===== config.mk =====
export PLATFORM = sky130hd
export DESIGN_NAME = vid_seq
export DESIGN_NICKNAME = d
export VERILOG_FILES = /design/src/rtl/vid_seq.sv
export SDC_FILE = /design/constraint.sdc
export NUM_CORES = 1
export LEC_CHECK = 0
export CAP_MARGIN = 20
export CORE_UTILIZATION = 60
export CTS_CLUSTER_SIZE = 12
export DETAILED_ROUTE_END_ITERATION = 6
export DONT_BUFFER_PORTS = 1
export GPL_TIMING_DRIVEN = 0
export MAX_ROUTING_LAYER = met4
export PLACE_DENSITY_LB_ADDON = 0.08
export SLEW_MARGIN = 20
export SYNTH_ARGS = -nofsm -noshare
export SYNTH_HDL_FRONTEND = slang
export SYNTH_SLANG_ARGS = --single-unit

===== constraint.sdc =====
create_clock -name clk -period 5.8 [get_ports clk]
set_clock_uncertainty 0.15 [all_clocks]
set_input_delay 1.16 -clock clk [delete_from_list [all_inputs] [get_ports clk]]
set_output_delay 1.16 -clock clk [all_outputs]
set_load 0.005 [all_outputs]

===== src/rtl/vid_seq.sv =====
// vid_seq: breaks one vid.v request into per-beat issues and tracks results in flight.
// Optional VID_SEQ_ABORT_EN adds req_abort to stop issue early.
module vid_seq #(
  parameter int unsigned REQ_BYTE_EN_WIDTH = 8,
  parameter int unsigned REQ_ADDR_WIDTH    = 32,
  parameter int unsigned VL_WIDTH          = 9,
  parameter int unsigned PIPE_LAT          = 6
) (
  input  logic                         clk,
  input  logic                         rst,
  input  logic                         req_valid,
  output logic                         req_ready,
  input  logic [VL_WIDTH-1:0]          req_vl,
  input  logic [2:0]                   req_sew,
  input  logic [REQ_ADDR_WIDTH-1:0]    req_addr,
  output logic                         vid_valid,
  output logic [2:0]                   vid_sew,
  output logic [7:0]                   vid_start_idx,
  output logic [REQ_BYTE_EN_WIDTH-1:0] vid_mask,
  output logic [REQ_ADDR_WIDTH-1:0]    vid_addr,
  input  logic                         vid_resp_valid,
  output logic                         busy,
  output logic                         done,
  output logic                         req_err
`ifdef VID_SEQ_ABORT_EN
  ,
  input  logic                         req_abort
`endif
);

  localparam int unsigned CNT_W = $clog2(PIPE_LAT + 1) + 1;
  localparam int unsigned EW    = VL_WIDTH + 1;

  typedef enum logic [1:0] {IDLE, ISSUE, DRAIN} state_t;

  state_t                      state_q, state_d;
  logic [VL_WIDTH-1:0]         vl_q, vl_d;
  logic [REQ_ADDR_WIDTH-1:0]   base_q, base_d;
  logic [VL_WIDTH-1:0]         elem_q, elem_d;
  logic [VL_WIDTH-1:0]         beat_q, beat_d;
  logic [CNT_W-1:0]            cnt_q, cnt_d;
  logic [2:0]                  sew_d;
  logic                        valid_d, busy_d, done_d, err_d;
  logic [7:0]                  idx_d;
  logic [REQ_BYTE_EN_WIDTH-1:0] mask_d;
  logic [REQ_ADDR_WIDTH-1:0]   addr_d;
  logic [VL_WIDTH-1:0]         epb_q, epb_d, rem, take;
  logic [EW-1:0]               elem_sum;
  logic                        inc, dec, abort_c;

`ifdef VID_SEQ_ABORT_EN
  assign abort_c = req_abort;
`else
  assign abort_c = 1'b0;
`endif

  assign req_ready = (state_q == IDLE);

  // Next-state, counters and next values of the registered outputs.
  always_comb begin
    state_d  = state_q;
    vl_d     = vl_q;
    sew_d    = vid_sew;
    base_d   = base_q;
    elem_d   = elem_q;
    beat_d   = beat_q;
    done_d   = 1'b0;
    err_d    = 1'b0;
    valid_d  = 1'b0;
    busy_d   = 1'b0;
    idx_d    = '0;
    mask_d   = '0;
    addr_d   = '0;
    epb_q    = VL_WIDTH'(REQ_BYTE_EN_WIDTH) >> vid_sew;
    elem_sum = {1'b0, elem_q} + {1'b0, epb_q};
    inc      = vid_valid;
    dec      = vid_resp_valid && (cnt_q != '0);

    case ({inc, dec})
      2'b10:   cnt_d = cnt_q + CNT_W'(1);
      2'b01:   cnt_d = cnt_q - CNT_W'(1);
      default: cnt_d = cnt_q;
    endcase

    case (state_q)
      IDLE: begin
        if (req_valid) begin
          vl_d   = req_vl;
          sew_d  = req_sew;
          base_d = req_addr;
          elem_d = '0;
          beat_d = '0;
          cnt_d  = '0;
          if (req_sew > 3'd3) begin
            err_d  = 1'b1;
            done_d = 1'b1;
          end else if (req_vl == '0) begin
            done_d = 1'b1;
          end else begin
            state_d = ISSUE;
          end
        end
      end
      ISSUE: begin
        elem_d = elem_sum[VL_WIDTH-1:0];
        beat_d = beat_q + VL_WIDTH'(1);
        // The sum is one bit wider so a large vl cannot wrap past the end test.
        if ((elem_sum >= {1'b0, vl_q}) || abort_c) state_d = DRAIN;
      end
      DRAIN: begin
        if (cnt_d == '0) begin
          done_d  = 1'b1;
          state_d = IDLE;
        end
      end
      default: state_d = IDLE;
    endcase

    // Beat fields are built from the values that will be current next cycle.
    epb_d   = VL_WIDTH'(REQ_BYTE_EN_WIDTH) >> sew_d;
    rem     = vl_d - elem_d;
    take    = (rem < epb_d) ? rem : epb_d;
    valid_d = (state_d == ISSUE);
    busy_d  = (state_d != IDLE);
    if (valid_d) begin
      idx_d  = elem_d[7:0];
      addr_d = base_d + REQ_ADDR_WIDTH'(beat_d);
      for (int unsigned i = 0; i < REQ_BYTE_EN_WIDTH; i++) begin
        mask_d[i] = (VL_WIDTH'(i) < take);
      end
    end
  end

  // State, counters and output registers.
  always_ff @(posedge clk) begin
    if (rst) begin
      state_q       <= IDLE;
      vl_q          <= '0;
      base_q        <= '0;
      elem_q        <= '0;
      beat_q        <= '0;
      cnt_q         <= '0;
      vid_valid     <= 1'b0;
      vid_sew       <= '0;
      vid_start_idx <= '0;
      vid_mask      <= '0;
      vid_addr      <= '0;
      busy          <= 1'b0;
      done          <= 1'b0;
      req_err       <= 1'b0;
    end else begin
      state_q       <= state_d;
      vl_q          <= vl_d;
      base_q        <= base_d;
      elem_q        <= elem_d;
      beat_q        <= beat_d;
      cnt_q         <= cnt_d;
      vid_valid     <= valid_d;
      vid_sew       <= sew_d;
      vid_start_idx <= idx_d;
      vid_mask      <= mask_d;
      vid_addr      <= addr_d;
      busy          <= busy_d;
      done          <= done_d;
      req_err       <= err_d;
    end
  end

endmodule


==> Word level (Yosys, flattened, before mapping) <==
Index checks and enable logic that the tools add are counted.
{ "word_totals": {"register_bits": 120, "wordCells": 75, "out_inout_bits": 56} }
{ "op_classes": {"n_reduce_logical": 8, "add_sub_neg": 6, "shifts": 2, "magnitude_cmp": 11, "bitwise": 3, "mux": 26, "n_eq_ne": 5} }
{ "ops": {"columns": ["cell", "n"], "rows": [
  ["32-bit two-way mux", 2],
  ["9-bit two-way mux", 5],
  ["3-bit by 9-bit < comparator with 1-bit output (first input constant)", 4],
  ["9-bit case mux with 2 select lines", 2],
  ["32-bit by 9-bit adder with 32-bit output", 1],
  ["1-bit by 9-bit < comparator with 1-bit output (first input constant)", 2],
  ["2-bit by 9-bit < comparator with 1-bit output (first input constant)", 2],
  ["4-bit by 3-bit >> shifter with 9-bit output (first input constant)", 2],
  ["9-bit by 9-bit adder with 10-bit output", 1],
  ["10-bit by 9-bit greater-or-equal comparator with 1-bit output", 1],
  ["2-bit two-way mux", 5],
  ["9-bit by 1-bit adder with 9-bit output (second input constant)", 1],
  ["9-bit logical NOT", 1],
  ["9-bit < comparator", 1],
  ["9-bit subtractor", 1],
  ["4-bit two-way mux", 2],
  ["4-bit case mux with 2 select lines", 1],
  ["2-bit by 1-bit equality test with 1-bit output (second input constant)", 3],
  ["3-bit two-way mux", 2],
  ["2-bit case mux with 3 select lines", 1],
  ["1-bit two-way mux", 5],
  ["4-bit by 1-bit adder with 4-bit output (second input constant)", 1],
  ["2-bit equality test (second input constant)", 2],
  ["4-bit logical NOT", 1],
  ["other kinds (10)", 12]
]} }

==> Longest topological paths before layout <==
Gate-level depths: netlist (run 1).
{ "logic_depth": {"word_depth": 10, "mapped_depth": 19, "mapped_depth_nobuf": 17} }

==> Worst setup path after synthesis (run 1) <==
OpenSTA, ideal clock, no wires.
{ "synth_timing": {"path_type": "input port to flip-flop", "from": "in req_valid", "to": "reg vid_mask[2]", "slack_ns": 0.422, "setup_ns": 0.095, "cell_stages": 19, "arrival_ns": 5.132, "path_buffers": 4, "path_cell_list": "nor3b_2 -> buf_6 -> buf_2 -> buf_2 -> clkbuf_1 -> nand2_1 -> o21ai_0 -> ha_1 -> nor2b_1 -> o21ai_0 -> or3b_2 -> and2_1 -> ha_1 -> inv_1 -> o221ai_1 -> a2111oi_0 -> and4_4 -> nand2_2 -> a221oi_1"} }
{ "synth_via": {"elab_chain_cells": 6} }
{ "synth_rtl": {"columns": ["element", "line", "rtl"], "rows": [
  ["from (decl)", "11", "input logic req_valid,"],
  ["9-bit two-way mux *", "87", "if (req_valid) begin"],
  ["9-bit two-way mux *", "85", "case (state_q)"],
  ["named net vl_d[1]", "37", "logic [VL_WIDTH-1:0] vl_q, vl_d;"],
  ["9-bit subtractor *", "121", "rem = vl_d - elem_d;"],
  ["9-bit < comparator", "122", "take = (rem < epb_d) ? rem : epb_d;"],
  ["9-bit two-way mux *", "122", null],
  ["2-bit by 9-bit < comparator with 1-bit output *", "129", "mask_d[i] = (VL_WIDTH'(i) < take);"],
  ["to (signal assigned)", "161", "vid_mask <= mask_d;"],
  ["to (decl)", "19", "output logic [REQ_BYTE_EN_WIDTH-1:0] vid_mask,"]
]} }
Mark *: on every way through the listed nets, which the timed path passes. The rest lies on a longest branch.
A chain may end at the register's enable or synchronous reset.

==> Worst setup path in the final report (run 1) <==
{ "layout_timing": {"from": "in req_valid", "to": "reg vid_mask[5]"} }
{ "layout_via": {"elab_chain_cells": 6} }
{ "layout_rtl": {"columns": ["element", "line"], "rows": [
  ["9-bit two-way mux *", "87"],
  ["9-bit two-way mux *", "85"],
  ["named net vl_d[1]", "37"],
  ["9-bit subtractor *", "121"],
  ["9-bit < comparator", "122"],
  ["9-bit two-way mux *", "122"],
  ["3-bit by 9-bit < comparator with 1-bit output *", "129"]
]} }
Marked as above.

==> results.sh, run 1 <==
export IMPL_drv_cap=0
export IMPL_design_area_sq_um=6865
export IMPL_seq_power_share_pct=37.8
export IMPL_final_util_pct=69.92
export IMPL_synth_area_leaders="dfxtp_1, ha_1, nor2_1, mux2i_1, xnor2_1"
export IMPL_coreArea_sq_um=9819
export IMPL_power_internal_mw=1.703
export IMPL_crit_path_frequent_cell="buf_2"
export IMPL_syn_area_sq_um=6106
export IMPL_power_net_switching_mw=0.6807
export IMPL_drc=0
export IMPL_crit_fanout=10
export IMPL_drt_iter0_markers=264
export IMPL_fin_ws_ns=0.3632
export IMPL_power_switching_share_pct=28.55
export IMPL_via_per_inst=6.056
export IMPL_postSynthAreaPerCell_sq_um=8.685
export IMPL_setup_viol_count_final=0
export IMPL_slowest_stage="or3b_2"
export IMPL_place_congestion=0.9147
export IMPL_cp_required_ns=6.06
export IMPL_place_area_sq_um=6272
export IMPL_p_per_area_nw_per_um2=347.2
export IMPL_ys_warn_count=0
export IMPL_vias=5257
export IMPL_nFillCells=796
export IMPL_worstPathCellList="nor3b_2, buf_6, buf_2, buf_2, buf_2, o21ai_0, ha_1, nor2b_1, o21ai_0, or3b_2, and2_1, ha_1, inv_1, o221ai_1, a2111oi_2, and4_4, nand2_2, a221oi_1"
export IMPL_power_frac_comb_pct=18.4
export IMPL_ys_types=63
export IMPL_cts_root_buf="clkbuf_8"
export IMPL_synth_seq_area_share_pct=39.34
export IMPL_vdd_drop_max_mv=0.1893
export IMPL_fin_cells=868
export IMPL_crit_path_max_incr_delay_ns=0.46
export IMPL_critical_path_class="input port to flip-flop"
export IMPL_grt_max_degree=17
export IMPL_crit_arrival_ns=5.70
export IMPL_area_growth_pct=12.44
export IMPL_grt_pass1_vias=5124
export IMPL_final_common_cell="dfxtp_1"
export IMPL_die_x_um=102.9
export IMPL_cts_buffers=17
export IMPL_yosys_most_used_dff="dfxtp_1"
export IMPL_synth_top_area_cell="dfxtp_1"
export IMPL_syn_inst=703
export IMPL_hpwlAfterDp_um=11170
export IMPL_hp_class="flip-flop to flip-flop"
export IMPL_syn_num_nets=792
export IMPL_drt_pass1_iterations=5
export IMPL_die_area_sq_um=10580
export IMPL_status="completed"
export IMPL_insertion_delay_ns=0.52
export IMPL_clkPwrFrac_pct=43.8
export IMPL_diodes=0
export IMPL_cts_hold_buf=0
export IMPL_clockBufferDepth=2
export IMPL_place_worst_setup_slack_ns=-0.3368
export IMPL_setup_tns_ns=0
export IMPL_clkSlewWorstSetupHoldPaths_ns=0.06
export IMPL_whs_ns=0.3183
export IMPL_fin_nets=811
export IMPL_drive_above_1_share_pct=7.755
export IMPL_initial_utilization_pct=62.18
export IMPL_num_io_pins=104
export IMPL_worstMarginPinSlew_ns=0.7781
export IMPL_fin_crit_ns=5.437
export IMPL_ant_nets=0
export IMPL_dieHeight_um=102.9
export IMPL_grtUsageTotal_pct=32.34
export IMPL_final_cell_mix="dfxtp_1, nor2_1, nand2_1"
export IMPL_grt_pass1_wl_um=24940
export IMPL_place_inst=836
export IMPL_hold_viol=0
export IMPL_timing_critical_path_buf_inv=5
export IMPL_cts_tree="built"
export IMPL_ys_ff_latch=120
export IMPL_synth_edf_count=0
export IMPL_crit_family="simple AND/OR/NAND/NOR gates"
export IMPL_h_tree_depth=4
export IMPL_post_route_period_util_pct=93.74
export IMPL_io_buffer_count=0
export IMPL_async_flop_share_pct=0
export IMPL_endpoint_kind="flip-flop"
export IMPL_core_rowCount=36
export IMPL_power_mw=2.384
export IMPL_crit_path_start_kind="input port"
export IMPL_leakagePower_nw=2.825
export IMPL_routedWlPerCell_um=18.16
export IMPL_grt_antenna_before_repair=0
export IMPL_grt_overflow_total=0
export IMPL_finalWirelength_um=15770
export IMPL_rsz0062_at_grt="false"
export IMPL_clock_sinks=120
export IMPL_relSlewSlack_pct=48.13
export IMPL_synth_top_cell_area_share_pct=39.34
export IMPL_fmax_mhz=183.9
export IMPL_report_final_slew_viol_count=0
-- cells in the mapped netlist (2+ instances only) --
master	n
dfxtp_1	120
nor2_1	102
nand2_1	63
ha_1	37
a21oi_1	31
xnor2_1	30
inv_1	29
mux2i_1	28
o21ai_0	27
clkbuf_1	25
nor3_1	25
nor2b_1	19
nand3_1	16
xor2_1	11
a21o_1	9
a22oi_1	9
and3_1	9
o211ai_1	8
a31oi_1	7
mux2_2	7
nand2b_1	7
o21a_1	7
o31ai_1	5
a221oi_1	4
buf_2	4
fa_1	4
nand3b_1	4
nor3b_1	4
nor4_1	4
a2111oi_0	3
a211oi_1	3
nand4_1	3
o21bai_1	3
and2_1	2
buf_1	2
o2111ai_1	2
or2_2	2
or3_1	2
or3b_2	2
-- area by class of cell --
class	instances	area (sq um)	area share, %
clock buffers	20	435.4	6.342
flip-flops and latches	120	2402	34.99
clock inverters	12	151.4	2.205
plain buffers	32	132.6	1.932
multi-input cells	522	3468	50.52
well taps	133	166.4	2.424
inverters	29	108.9	1.586
-- worst min-delay path, cell delays in order, from the launching register on --
cell     delay, ns
dfxtp_1       0.30
nand2_1       0.06
a21oi_1       0.06
-- worst paths after layout --
kind                                 end  slack [ns]             startpoint  cells after the start
setup / recovery  vid_mask[5]$_SDFF_PP0_        0.36              req_valid                     18
hold / removal      base_q[5]$_SDFF_PP0_        0.32   base_q[5]$_SDFF_PP0_                      2
setup reg to reg  vid_mask[5]$_SDFF_PP0_        0.62  state_q[0]$_SDFF_PP0_                     18
hold reg to reg     base_q[5]$_SDFF_PP0_        0.32   base_q[5]$_SDFF_PP0_                      2
-- registers in the layout, summed over array words and instances, names as in the netlist, 2 cells and up --
signal,flops
base_q,32
beat_q,9
cnt_q,4
elem_q,9
state_q,2
vid_addr,32
vid_mask,8
vid_sew,3
vid_start_idx,8
vl_q,9
-- power by group through the flow --
stage,sequential [mW],combinational [mW],clock [mW]
3_5_place_dp,0.918,0.423,0
6_report,0.901,0.439,1.04
3_3_place_gp,0.916,0.412,0
5_1_grt,0.906,0.485,1.09
4_1_cts,0.901,0.428,1.05
2_1_floorplan,0.911,0.332,0
-- what timing repair did --
action,4_1_cts,5_1_grt
setup buffers,0,0
endpoints found under the setup margin,0,7
gates resized for setup,0,2
-- per-layer routing --
metal	track usage (%)	share of wire [%]	vias up
li1	-	-	2487
met1	39.55	43	2498
met2	49.03	46	232
met3	9.424	7.9	40
met4	15.38	2.9	0
met5	-	0	-
-- cell families after synthesis --
| group | synth area share, % |
|---|---|
| compound gates | 14.47 |
| mux | 6.107 |
| buf+inv | 3.955 |
| xor+xnor | 5.881 |
| simple gates | 21.35 |
| flops | 39.34 |
| fa+ha+maj | 8.893 |
Note: power is estimated with default switching activity, not from simulation.
==> inputs of run 2 (changes only) <==
Settings changed: CAP_MARGIN 20 to default.
Clock period 5.8 ns to 5.2 ns, I/O delays scaled along.
==> run 2 against run 1 <==
Net effect: cell count is 0.46% higher; via count is 2.6% lower; worst setup slack better by 0.022 ns; register-to-register slack got worse by 0.20 ns; sequential power increased by 12%; combinational power up 12%; critical path depth unchanged; critical path type unchanged.
==> results.sh, run 2 (same netlist as run 1, synthesis figures left out) <==
export IMPL_leakagePower_nw=2.830
export IMPL_power_switching_share_pct=28.60
export IMPL_reg2reg_to="vid_mask[2]$_SDFF_PP0_"
export IMPL_die_area_sq_um=10580
export IMPL_endpoint_kind="flip-flop"
export IMPL_place_area_sq_um=6277
export IMPL_io_buffer_count=0
export IMPL_h_tree_depth=4
export IMPL_grt_pass1_wl_um=24490
export IMPL_clkPwrFrac_pct=41.6
export IMPL_design_area_sq_um=6877
export IMPL_p_per_area_nw_per_um2=373.1
export IMPL_via_per_inst=5.874
export IMPL_report_final_slew_viol_count=0
export IMPL_ant_nets=0
export IMPL_power_frac_comb_pct=19.2
export IMPL_drc=0
export IMPL_num_io_pins=104
export IMPL_met3_length_um=985
export IMPL_area_growth_pct=12.62
export IMPL_hpwlAfterDp_um=11200
export IMPL_regToRegSetupSlack_ns=0.42
export IMPL_relSlewSlack_pct=49.86
export IMPL_rsz0062_at_grt="false"
export IMPL_finalWirelength_um=15390
export IMPL_core_rowCount=36
export IMPL_cts_root_buf="clkbuf_8"
export IMPL_fin_nets=816
export IMPL_hold_end="base_q[5]$_SDFF_PP0_"
export IMPL_fin_crit_ns=4.815
export IMPL_worstMarginPinSlew_ns=0.7522
export IMPL_nFillCells=802
export IMPL_grtUsageTotal_pct=31.86
export IMPL_grt_antenna_before_repair=0
export IMPL_drt_iter0_markers=330
export IMPL_vias=5122
export IMPL_place_worst_setup_slack_ns=-0.5963
export IMPL_top_regs="base_q (32), vid_addr (32)"
export IMPL_die_x_um=102.9
export IMPL_reg2reg_depth=16
export IMPL_crit_fanout=10
export IMPL_final_common_cell="dfxtp_1"
export IMPL_coreArea_sq_um=9819
export IMPL_insertion_delay_ns=0.54
export IMPL_drt_pass1_iterations=5
export IMPL_power_net_switching_mw=0.7338
export IMPL_drv_cap=0
export IMPL_cts_buffers=17
export IMPL_crit_path_start_kind="input port"
export IMPL_wl_met1_um=6777
export IMPL_clkSlewWorstSetupHoldPaths_ns=0.06
export IMPL_crit_arrival_ns=5.05
export IMPL_grt_pass1_vias=5093
export IMPL_setup_viol_count_final=0
export IMPL_initial_utilization_pct=62.18
export IMPL_power_mw=2.566
export IMPL_clockBufferDepth=2
export IMPL_hold_viol=0
export IMPL_drive_above_1_share_pct=8.525
export IMPL_power_internal_mw=1.832
export IMPL_fin_ws_ns=0.3850
export IMPL_dieHeight_um=102.9
export IMPL_hold_path_depth=2
export IMPL_rr_startpoint="vid_sew[2]$_SDFF_PP0_"
export IMPL_cp_required_ns=5.44
export IMPL_final_cell_mix="dfxtp_1, nor2_1, nand2_1"
export IMPL_seq_power_share_pct=39.2
export IMPL_diodes=0
export IMPL_min_from="base_q[5]$_SDFF_PP0_"
export IMPL_wl_met2_um=7124
export IMPL_highest_layer="met4"
export IMPL_place_congestion=0.9653
export IMPL_fmax_mhz=207.7
export IMPL_status="completed"
export IMPL_vdd_drop_max_mv=0.2291
export IMPL_critical_path_class="input port to flip-flop"
export IMPL_grt_max_degree=17
export IMPL_post_route_period_util_pct=92.60
export IMPL_clock_sinks=120
export IMPL_cts_tree="built"
export IMPL_hp_class="flip-flop to flip-flop"
export IMPL_grt_overflow_total=0
export IMPL_routedWlPerCell_um=17.65
## run 2: metrics by stage
step	util, %	hold WS [ns]	cells	TNS, ns
floorplan	-	0.2943	703	0
global placement	63.93	0.3021	836	-9.384
detailed placement	63.93	0.3056	836	-12.24
CTS	69.46	0.3131	867	0
global route	70.03	0.3332	872	0
finish	70.03	0.3118	872	0
## run 2: cell type report
type                            instances  area [sq um]  area share, %
Inverter                               29         108.9          1.583
Multi-Input combinational cell        522          3478          50.58
Sequential cell                       120          2402          34.93
Clock buffer                           24         470.5          6.841
Timing Repair Buffer                    6         45.04         0.6550
Tap cell                              133         166.4          2.420
Clock inverter                          7         70.07          1.019
Buffer                                 31         135.1          1.965
## run 2: timing repair
action                                 in CTS  in global routing
resized for setup                           1                  5
buffers inserted                            0                  6
endpoints found under the hold margin       0                  0
setup endpoints to repair                   7                 27
hold buffers                                0                  0
## run 2: worst max-delay path: stages
cell       delay, ns
nor3b_2         0.24
buf_6           0.18
buf_4           0.23
clkbuf_2        0.25
nand2_1         0.09
o21ai_0         0.22
ha_1            0.32
nor2b_1         0.15
o21ai_0         0.18
or3b_2          0.49
and2_1          0.18
ha_1            0.18
inv_1           0.05
o221ai_1        0.12
a2111oi_2       0.40
nand4_1         0.23
nor3_1          0.36
a221oi_1        0.13
## run 2: worst max path at each step
stage	endpoint	start	depth (start not counted)
floorplan	vid_mask[2]$_SDFF_PP0_	req_valid	19
global placement	vid_mask[2]$_SDFF_PP0_	req_valid	17
detailed placement	vid_mask[2]$_SDFF_PP0_	req_valid	18
CTS	vid_mask[2]$_SDFF_PP0_	req_valid	19
global route	vid_mask[7]$_SDFF_PP0_	vid_sew[2]$_SDFF_PP0_	16
finish	vid_mask[2]$_SDFF_PP0_	req_valid	18
## run 2: per-layer routing
layer / track usage [%] / up-vias
li1: - / 2502
met1: 38.24 / 2391
met2: 49.69 / 184
met3: 8.475 / 45
met4: 15.28 / 0
met5: - / -
## run 2: power by group through the flow
stage	clock network, mW	logic, mW	registers [mW]
5_1_grt	1.12	0.549	1.01
6_report	1.07	0.493	1.01
4_1_cts	1.07	0.478	1.01
3_3_place_gp	0	0.461	1.02
3_5_place_dp	0	0.470	1.02
2_1_floorplan	0	0.372	1.02
==> inputs of run 3 (changes only) <==
Settings changed: CORE_UTILIZATION 60 to 64, PLACE_DENSITY_LB_ADDON 0.08 to 0.25, TNS_END_PERCENT from default to 20.
==> run 3 against run 2 <==
Net effect: clock power about the same; largest power group unchanged; hold slack better by 0.0073 ns; maximum frequency down 3.2%; die area down 6.1%; worst setup slack worse by 0.16 ns; via count up 4.4%; sequential power about the same; critical path depth down 2; global-route usage up 2.0 points; highest routed layer unchanged; clock-buffer cell count down 6; power down 0.74%; register-to-register slack worse by 0.20 ns.
==> results.sh, run 3 (same netlist as run 1, synthesis figures left out) <==
export IMPL_crit_fanout=6
export IMPL_power_frac_comb_pct=19.5
export IMPL_grt_pass1_wl_um=25390
export IMPL_grt_overflow_total=0
export IMPL_die_area_sq_um=9935
export IMPL_cts_root_buf="clkbuf_8"
export IMPL_die_x_um=99.68
export IMPL_hold_viol=0
export IMPL_post_cts_buffers=0
export IMPL_rr_startpoint="vid_sew[2]$_SDFF_PP0_"
export IMPL_drt_pass1_iterations=5
export IMPL_grt_pass1_vias=5364
export IMPL_insertion_delay_ns=0.52
export IMPL_worstMarginPinSlew_ns=0.6873
export IMPL_report_final_slew_viol_count=0
export IMPL_dieHeight_um=99.68
export IMPL_routedWlPerCell_um=18.35
export IMPL_drt_iter0_markers=394
export IMPL_top_regs="base_q (32), vid_addr (32)"
export IMPL_setup_tns_ns=0
export IMPL_power_switching_share_pct=30.95
export IMPL_ant_nets=0
export IMPL_crit_path_frequent_cell="ha_1"
export IMPL_status="completed"
export IMPL_whs_ns=0.3190
export IMPL_p_per_area_nw_per_um2=373.3
export IMPL_power_net_switching_mw=0.7883
export IMPL_clkSlewWorstSetupHoldPaths_ns=0.06
export IMPL_min_from="base_q[6]$_SDFF_PP0_"
export IMPL_crit_path_start_kind="flip-flop"
export IMPL_crit_arrival_ns=5.19
export IMPL_area_growth_pct=11.74
export IMPL_fin_crit_ns=4.976
export IMPL_final_cell_mix="dfxtp_1, nor2_1, nand2_1"
export IMPL_cts_buffers=17
export IMPL_io_buffer_count=0
export IMPL_reg2reg_to="vid_mask[1]$_SDFF_PP0_"
export IMPL_clkPwrFrac_pct=41.0
export IMPL_critical_path_class="flip-flop to flip-flop"
export IMPL_clockBufferDepth=2
export IMPL_grt_antenna_before_repair=0
export IMPL_vias=5349
export IMPL_regToRegSetupSlack_ns=0.22
export IMPL_finalWirelength_um=15830
export IMPL_endpoint_kind="flip-flop"
export IMPL_hp_class="flip-flop to flip-flop"
export IMPL_drc=0
export IMPL_leakagePower_nw=2.801
export IMPL_crit_path_max_incr_delay_ns=0.48
export IMPL_slowest_stage="dfxtp_1"
export IMPL_cts_tree="built"
export IMPL_hold_end="base_q[6]$_SDFF_PP0_"
export IMPL_fmax_mhz=200.9
export IMPL_drv_cap=0
export IMPL_grtUsageTotal_pct=33.84
export IMPL_place_congestion=0.9635
export IMPL_fin_nets=810
export IMPL_cp_required_ns=5.42
export IMPL_cts_hold_buf=0
export IMPL_worstPathCellList="and3b_1, ha_1, fa_1, a22oi_1, ha_1, nor2b_1, o21ai_0, or3b_2, and2_1, ha_1, inv_1, o221ai_1, a2111oi_2, nand4_1, nor4_2, a311oi_1"
export IMPL_initial_utilization_pct=66.08
export IMPL_hpwlAfterDp_um=11280
export IMPL_drive_above_1_share_pct=8.583
export IMPL_coreArea_sq_um=9240
export IMPL_diodes=0
export IMPL_clock_sinks=120
export IMPL_relSlewSlack_pct=52.87
export IMPL_reg2reg_depth=16
export IMPL_seq_power_share_pct=39.5
export IMPL_num_io_pins=104
export IMPL_vdd_drop_max_mv=0.2598
export IMPL_hold_path_depth=2
export IMPL_grt_max_degree=17
export IMPL_post_route_period_util_pct=95.70
export IMPL_via_per_inst=6.198
export IMPL_final_common_cell="dfxtp_1"
export IMPL_h_tree_depth=4
export IMPL_power_internal_mw=1.758
export IMPL_setup_viol_count_final=0
export IMPL_core_rowCount=35
run 3: cell types whose count changed in the layout (fill, tap and decap cells not counted), sizes merged:
| cell | change |
|---|---|
| buf | -6 |
| bufinv | -1 |
| clkbuf | -6 |
| clkinv | +6 |
| inv | +2 |
run 3: what timing repair did:
action                     in CTS  in global routing
resized for setup               2                  4
setup endpoints to repair       4                  9
gates cloned                    0                  0
run 3: through the flow:
stage	utilization, %	total power, mW	setup slack, ns	cells	area (sq um)
after floorplan	-	1.388	0.06024	703	6111
after global placement	67.88	1.477	-0.4886	832	6272
after detailed placement	67.88	1.497	-0.5605	832	6272
after CTS	73.66	2.531	0.1042	864	6807
after global routing	73.84	2.645	-0.01087	863	6823
final	73.84	2.547	0.2235	863	6823
run 3: area by class of cell:
| class | count | area (sq um) |
|---|---|---|
| Buffer | 31 | 135.1 |
| Clock buffer | 18 | 427.9 |
| Clock inverter | 14 | 102.6 |
| Fill cell | 680 | 2417 |
| Inverter | 29 | 108.9 |
| Multi-Input combinational cell | 522 | 3485 |
| Sequential cell | 120 | 2402 |
| Tap cell | 129 | 161.4 |
run 3: worst max path at each step:
stage	start	endpoint	slack, ns	depth (start not counted)
after detailed placement	req_valid	vid_mask[5]$_SDFF_PP0_	-0.56	17
after CTS	req_valid	vid_mask[5]$_SDFF_PP0_	0.10	18
after global routing	vid_sew[2]$_SDFF_PP0_	vid_mask[1]$_SDFF_PP0_	-0.01	16
after global placement	req_valid	vid_mask[2]$_SDFF_PP0_	-0.49	17
final	vid_sew[2]$_SDFF_PP0_	vid_mask[1]$_SDFF_PP0_	0.22	16
after floorplan	req_valid	vid_mask[2]$_SDFF_PP0_	0.06	19
run 3: layer usage:
metal	vias up	wire, um	global-route usage (%)
li1	2483	-	-
met1	2530	6368	38.77
met2	269	7671	54.96
met3	67	1165	7.449
met4	0	629	18.67
met5	-	0	-
run 3: power groups by stage:
| stage | clock, mW | combinational [mW] | sequential, mW |
|---|---|---|---|
| floorplan | 0 | 0.372 | 1.02 |
| detailed placement | 0 | 0.473 | 1.02 |
| global route | 1.09 | 0.547 | 1.01 |
| CTS | 1.04 | 0.481 | 1.01 |
| finish | 1.04 | 0.496 | 1.01 |
| global placement | 0 | 0.455 | 1.02 |
run 3: worst max-delay path: cells and delay by family (launching register included):
family	cells	cell delay (ns)
and+or+nand+nor	6	1.70
AOI/OAI and AO/OA	5	1.22
adders and majority gates	4	1.21
DFF	1	0.48
buffers and inverters	1	0.05
